$ cat src/rtl/deserializer_rx.sv
// Receive side of the pixel-chip serial readout link: frames MSB-first words from a
// start strobe, holds them for the DAQ behind a valid/ready handshake, tracks link status.
module deserializer_rx #(
  parameter int               WIDTH        = 27,
  parameter logic [WIDTH-1:0] TEST_PATTERN = 27'h4AACC0F,
  parameter int               DELAY_BITS   = 4
) (
  input  logic                  ClkOut,
  input  logic                  RstN,
  input  logic                  Start,
  input  logic                  SerIn,
  input  logic [DELAY_BITS-1:0] Delay,
  input  logic                  EnTestPattern,
  input  logic                  ClearCnt,
  output logic [WIDTH-1:0]      DataOut,
  output logic                  Valid,
  input  logic                  Ready,
  output logic                  Busy,
  output logic                  Overflow,
  output logic                  FrameErr,
  output logic [7:0]            ErrCnt,
  output logic [15:0]           WordCnt,
  output logic [1:0]            StateDbg
);

  // Handshake: a word transfers on every rising edge where Valid and Ready are both high;
  // Valid stays high with DataOut stable until that edge.

  localparam int CNT_W = $clog2(WIDTH);

  typedef enum logic [1:0] {
    IDLE  = 2'd0,
    WAIT  = 2'd1,
    SHIFT = 2'd2
  } state_e;

  state_e                state_q;
  logic [DELAY_BITS-1:0] delay_q;
  logic [CNT_W-1:0]      bit_q;
  logic [WIDTH-2:0]      sr_q;
  logic [WIDTH-1:0]      data_q;
  logic                  valid_q;
  logic                  overflow_q;
  logic                  frame_err_q;
  logic [7:0]            err_cnt_q;
  logic [15:0]           word_cnt_q;

  logic [WIDTH-1:0]      word_d;
  logic                  commit_d;
  logic                  accept_d;
  logic                  mismatch_d;
  logic                  busy_d;

  assign word_d     = {sr_q, SerIn};
  assign commit_d   = (state_q == SHIFT) && (bit_q == '0);
  assign accept_d   = !valid_q || Ready;
  assign mismatch_d = EnTestPattern && (word_d != TEST_PATTERN);
  assign busy_d     = (state_q != IDLE);

  always_ff @(posedge ClkOut or negedge RstN) begin
    if (!RstN) begin
      state_q     <= IDLE;
      delay_q     <= '0;
      bit_q       <= '0;
      sr_q        <= '0;
      data_q      <= '0;
      valid_q     <= 1'b0;
      overflow_q  <= 1'b0;
      frame_err_q <= 1'b0;
      err_cnt_q   <= '0;
      word_cnt_q  <= '0;
    end else begin
      case (state_q)
        IDLE: begin
          if (Start) begin
            delay_q <= Delay;
            if (Delay != '0) begin
              state_q <= WAIT;
            end else begin
              state_q <= SHIFT;
              bit_q   <= CNT_W'(WIDTH - 1);
            end
          end
        end
        WAIT: begin
          delay_q <= delay_q - DELAY_BITS'(1);
          if (delay_q == DELAY_BITS'(1)) begin
            state_q <= SHIFT;
            bit_q   <= CNT_W'(WIDTH - 1);
          end
        end
        SHIFT: begin
          sr_q  <= {sr_q[WIDTH-3:0], SerIn};
          bit_q <= bit_q - CNT_W'(1);
          if (bit_q == '0) state_q <= IDLE;
        end
        default: state_q <= IDLE;
      endcase

      // A commit wins over the same-edge handshake so Valid stays high for the new word.
      if (commit_d && accept_d) begin
        data_q  <= word_d;
        valid_q <= 1'b1;
      end else if (valid_q && Ready) begin
        valid_q <= 1'b0;
      end

      if (ClearCnt) begin
        overflow_q  <= 1'b0;
        frame_err_q <= 1'b0;
        err_cnt_q   <= '0;
        word_cnt_q  <= '0;
      end else begin
        if (commit_d) begin
          word_cnt_q <= word_cnt_q + 16'd1;
          if (!accept_d) overflow_q <= 1'b1;
          if (mismatch_d && (err_cnt_q != 8'hFF)) err_cnt_q <= err_cnt_q + 8'd1;
        end
        if (Start && busy_d) frame_err_q <= 1'b1;
      end
    end
  end

  assign DataOut  = data_q;
  assign Valid    = valid_q;
  assign Busy     = busy_d;
  assign Overflow = overflow_q;
  assign FrameErr = frame_err_q;
  assign ErrCnt   = err_cnt_q;
  assign WordCnt  = word_cnt_q;
  assign StateDbg = state_q;

endmodule

$ cat config.mk
export PLATFORM = sky130hd
export DESIGN_NAME = deserializer_rx
export DESIGN_NICKNAME = d
export VERILOG_FILES = /design/src/rtl/deserializer_rx.sv
export SDC_FILE = /design/constraint.sdc
export NUM_CORES = 1
export LEC_CHECK = 0
export ABC_AREA = 0
export ABC_CLOCK_PERIOD_IN_PS = 2800
export CAP_MARGIN = 10
export CORE_MARGIN = 10
export CORE_UTILIZATION = 53
export CTS_CLUSTER_DIAMETER = 200
export DETAILED_ROUTE_END_ITERATION = 16
export PLACE_DENSITY = 0.88
export SLEW_MARGIN = 20
export SYNTH_ARGS = -nofsm -noshare
export SYNTH_HDL_FRONTEND = slang
export SYNTH_SLANG_ARGS = --single-unit
$ cat constraint.sdc
create_clock -name ClkOut -period 2.8 [get_ports ClkOut]
set_clock_uncertainty 0.2 [all_clocks]
set_input_delay 0.42 -clock ClkOut [delete_from_list [all_inputs] [get_ports ClkOut]]
set_output_delay 0.42 -clock ClkOut [all_outputs]
set_load 0.005 [all_outputs]
; Word-level counts from Yosys, hierarchy flattened
; Cells that the tools add are included.
; Widths: inputs -> output; s select.
[totals]
elab_cells = 70
in_bits = 11
ff_bits = 91
[classes]
reduce_logical = 23
mux = 23
n_eq_ne = 10
addsub = 4
[op_table]
columns = op, count
row1 = $mux 16, 2
row2 = $ne 27x27->1 const B, 1
row3 = $mux 8, 3
row4 = $add 16x1->16 const B, 1
row5 = $mux 5, 3
row6 = $pmux 5 s3, 1
row7 = $reduce_bool 2->1, 6
row8 = $add 8x1->8 const B, 1
row9 = $mux 2, 4
row10 = $ne 2x2->1 const B, 4
row11 = $ne 8x8->1 const B, 1
row12 = $pmux 4 s2, 1
row13 = $mux 1, 7
row14 = $logic_and 1x1->1, 6
row15 = $pmux 2 s3, 1
row16 = $reduce_and 2->1, 3
row17 = $logic_not 5->1, 1
row18 = $sub 5x1->5 const B, 1
row19 = $eq 4x1->1 const B, 1
row20 = $mux 4, 1
row21 = $reduce_and 4->1, 1
row22 = $reduce_bool 4->1, 1
row23 = $sub 4x1->4 const B, 1
row24 = $reduce_and 3->1, 1
row25 = 7 further kinds, 7

; Depth between registers and ports, before layout
[depth]
ltp_word = 6
depth_mapped = 9
mapped_depth_nobuf = 7

; Least setup slack after synthesis
; No wires, ideal clock.
[synth_path]
kind = register to register
from = register bit_q[0]
to = register err_cnt_q[4], in the netlist ErrCnt[4]
t_arrival_ns = 1.951
stages_incl_launch_ff = 8
n_path_buf = 0
path_slack_ns = 0.571
setup_ns = 0.078
synth_period_minus_slack_ns = 2.229
cell_sequence = dfrtp_1 > inv_1 > ha_1 > or3b_4 > a211oi_4 > nand2_2 > or4_1 > a21oi_1
[synth_between]
elab_chain_len = 4
[synth_rtl]
columns = item, line_no
row1 = start: declaration, 39  ; logic [CNT_W-1:0] bit_q;
row2 = start signal: assignment, 81  ; bit_q <= CNT_W'(WIDTH - 1);
row3 = start signal: assignment, 89  ; bit_q <= CNT_W'(WIDTH - 1);
row4 = start signal: assignment, 94  ; bit_q <= bit_q - CNT_W'(1);
row5 = $logic_not 5->1, 55  ; assign commit_d = (state_q == SHIFT) && (bit_q == '0);
row6 = $logic_and 1x1->1, 55
row7 = $reduce_bool 2->1 (no line), --
row8 = $reduce_and 2->1 (no line), --
row9 = end signal: assignment, 117  ; if (mismatch_d && (err_cnt_q != 8'hFF)) err_cnt_q <= err_cnt_q + 8'd1;
row10 = end: declaration, 45  ; logic [7:0] err_cnt_q;
; Every way passes these cells.
; A chain may end at the register's enable or synchronous reset.

; Final worst setup path
; Ends and elaborated chain as after synthesis.

==> results.md <==
- Setup Buffers After CTS: 0
- Seq cells post-synth: 91
- Power Dens Cells: 752 mW/mm²
- Period Utilization, post-route: 90.8%
- Post-route ant nets: 0
- Standard-cell rows: 32
- Total Neg Setup Slack: 0 ns
- Final setup violation count: 0
- Vias in the first global route: 3039
- Final WL: 8890 µm
- Synth unique cells: 44
- Total Power: 3.87 mW
- Synth Cell Area: 0.00416 mm²
- NumNets Final: 438
- CTS Buf Count: 9
- Synth area leader: dfrtp_1
- First-pass GRT wire length: 14900 µm
- Die Y: 109 µm
- Worst-skew pair later-pin latency: 0.36 ns
- # diodes: 0
- Avg Inst Size Synth: 11.9 µm²
- CTS tree: done
- Post-synth top area share: 54.8%
- Slew Limit Fails: 0
- Area Growth Syn to Fin: 23.7%
- Total leakage power: 2.14 nW
- Layout filler cell count: 591
- Grt total ovfl: 0
- Crit-path max FO: 13
- Fmax: 0.393 GHz
- Max-slew headroom: 67.2%
- Util after Layout: 66.9%
- Post-DR vias/cell: 5.55
- RSZ-0062 raised after global routing: no
- Final hold violation count: 0
- EDFF count, synth: 0
- Half-perimeter wire length after placement: 6350 µm
- Clock transition at path regs: 0.09 ns
- Worst-Margin Slew: 0.488 ns
- Most common cell in the netlist: dfrtp_1
- Tot GR Track Use: 15.6%
- CTS max path bufs: 2
- CP endpoint kind: flop
- Type of origin of the critical path: flop
- Die ar.: 0.0118 mm²
- Synth area leaders: dfrtp_1 (55%), mux2_2 (15%), nor2_1 (2.5%), ha_1 (2.4%), xor2_1 (2.3%)
- Initial Util: 54.1%
- Critical path arrival: 2.63 ns
- Residual DRC: 0
- Synth Instances: 349
- # IOs: 68
- Min cycle time layout: 2.54 ns
- TritonCTS Sinks: 91
- Commonest cells post-synth: dfrtp_1 (91), mux2_2 (55), nor2_1 (28)
- H-tree levels: 3
- IO Port Bufs: 67
- Crit Path Class: flop to flop
- Flop-to-flop setup slack: 0.26 ns
- Max-Cap Viols: 0
- Via count: 2919
- Clock Tree Root: clkbuf_8
- DRT Pass-1 Iters: 4
- Pin count of the biggest net entering global routing: 58
- Post-synth top flop: dfrtp_1
- Gpl congestion: 0.836
- CP required: 2.88 ns
- Die X: 109 µm
- Status: finished, final reports clean
- Setup WS pre-CTS: 0.0989 ns
- Post-synth net total: 368
- WHS: 0.305 ns
- WL/cell: 16.9 µm
- Initial antenna violation count: 0
- Layout cells sized above 1: 19.6%
- Maximum VDD drop: 0.567 mV
- Final Worst Setup Slack: 0.257 ns
- Hold Path Class: flop to flop
- Synth warnings: 0
- Initial detailed-routing violation count: 143
- Core footprint: 0.00769 mm²
- Share of the yosys chip area belonging to registers: 54.8%
- FFs w/ async S/R, synth: 100%
## final cells by class
cell class	instances	area, µm²	area share [%]
clock buffer	10	128	2.48
clock inverter	6	71.3	1.39
inverter	12	45.0	0.875
multi-input combinational	232	1770	34.4
sequential	91	2280	44.2
tap	102	128	2.48
timing repair buffer	73	728	14.2
## worst max-delay path, cell delays in order, from the launching register on
cell	delay, ns
dfrtp_1	0.43
inv_1	0.08
ha_1	0.18
or3b_4	0.50
a211oi_4	0.27
nand2_2	0.14
or4_1	0.50
a21oi_1	0.17
## per-layer routing
metal | share of wire [%] | routed length, µm | GRT usage, % | vias up
li1 | - | - | - | 1382
met1 | 40 | 3590 | 17.6 | 1459
met2 | 51 | 4550 | 26.9 | 66
met3 | 7.5 | 663 | 6.60 | 12
met4 | 1.0 | 89 | 3.86 | 0
met5 | 0 | 0 | 0 | -
## worst paths after layout
kind	cells past startpoint	start	to
hold / removal	2	Overflow	Overflow
hold reg to reg	2	Overflow	Overflow
max in group asynchronous	3	RstN	sr_q[17]
min in group asynchronous	2	RstN	WordCnt[13]
setup reg to reg	7	bit_q[0]	ErrCnt[4]
setup / recovery	7	bit_q[0]	ErrCnt[4]
## layout by cell type (no fill, tap or decap), drive strengths merged, types with 8 or more instances in the layout
master / n
clkbuf: 10
dfrtp: 91
inv: 15
nand3: 14
o21ai: 12
mux2: 55
clkdlybuf4s50: 66
xor2: 11
nor3: 10
ha: 8
a21oi: 14
nand2: 19
nor2: 28
## timing repair
item,CTS,global route
setup endpoints to repair,0,27
hold buffers,1,0
endpoints found under the hold margin,34,0
resized for setup,0,1
## cell families (layout without fill, tap and decap cells)
group / Yosys count / in the layout / share of synthesized area [%]
adders and majority gates: 8 / 8 / 2.41
buffers and inverters: 26 / 101 / 2.83
xor gates and xnor gates: 15 / 15 / 3.16
and+or+nand+nor: 110 / 110 / 15.1
AOI/OAI and AO/OA: 42 / 42 / 6.41
muxes: 57 / 57 / 15.4
DFF: 91 / 91 / 54.8
## registers in the layout, indices dropped and copies added, names as in the netlist
| register | cells |
|---|---|
| DataOut | 27 |
| ErrCnt | 8 |
| FrameErr | 1 |
| Overflow | 1 |
| StateDbg | 2 |
| Valid | 1 |
| WordCnt | 16 |
| bit_q | 5 |
| delay_q | 4 |
| sr_q | 26 |
## power breakdown
part           switching [mW]  total [mW]  internal [mW]  leakage (nW)
sequential              0.294        1.90           1.60          1.12
combinational           0.492        1.07          0.577         0.927
clock                   0.479       0.902          0.422        0.0939
## metrics by stage
step	cell area (µm²)	instances
after floorplan	4160	349
after global placement	4930	509
after detailed placement	4930	509
after CTS	5140	526
after global routing	5150	526
final	5150	526
No activity file was read; power rests on OpenSTA's default activity.
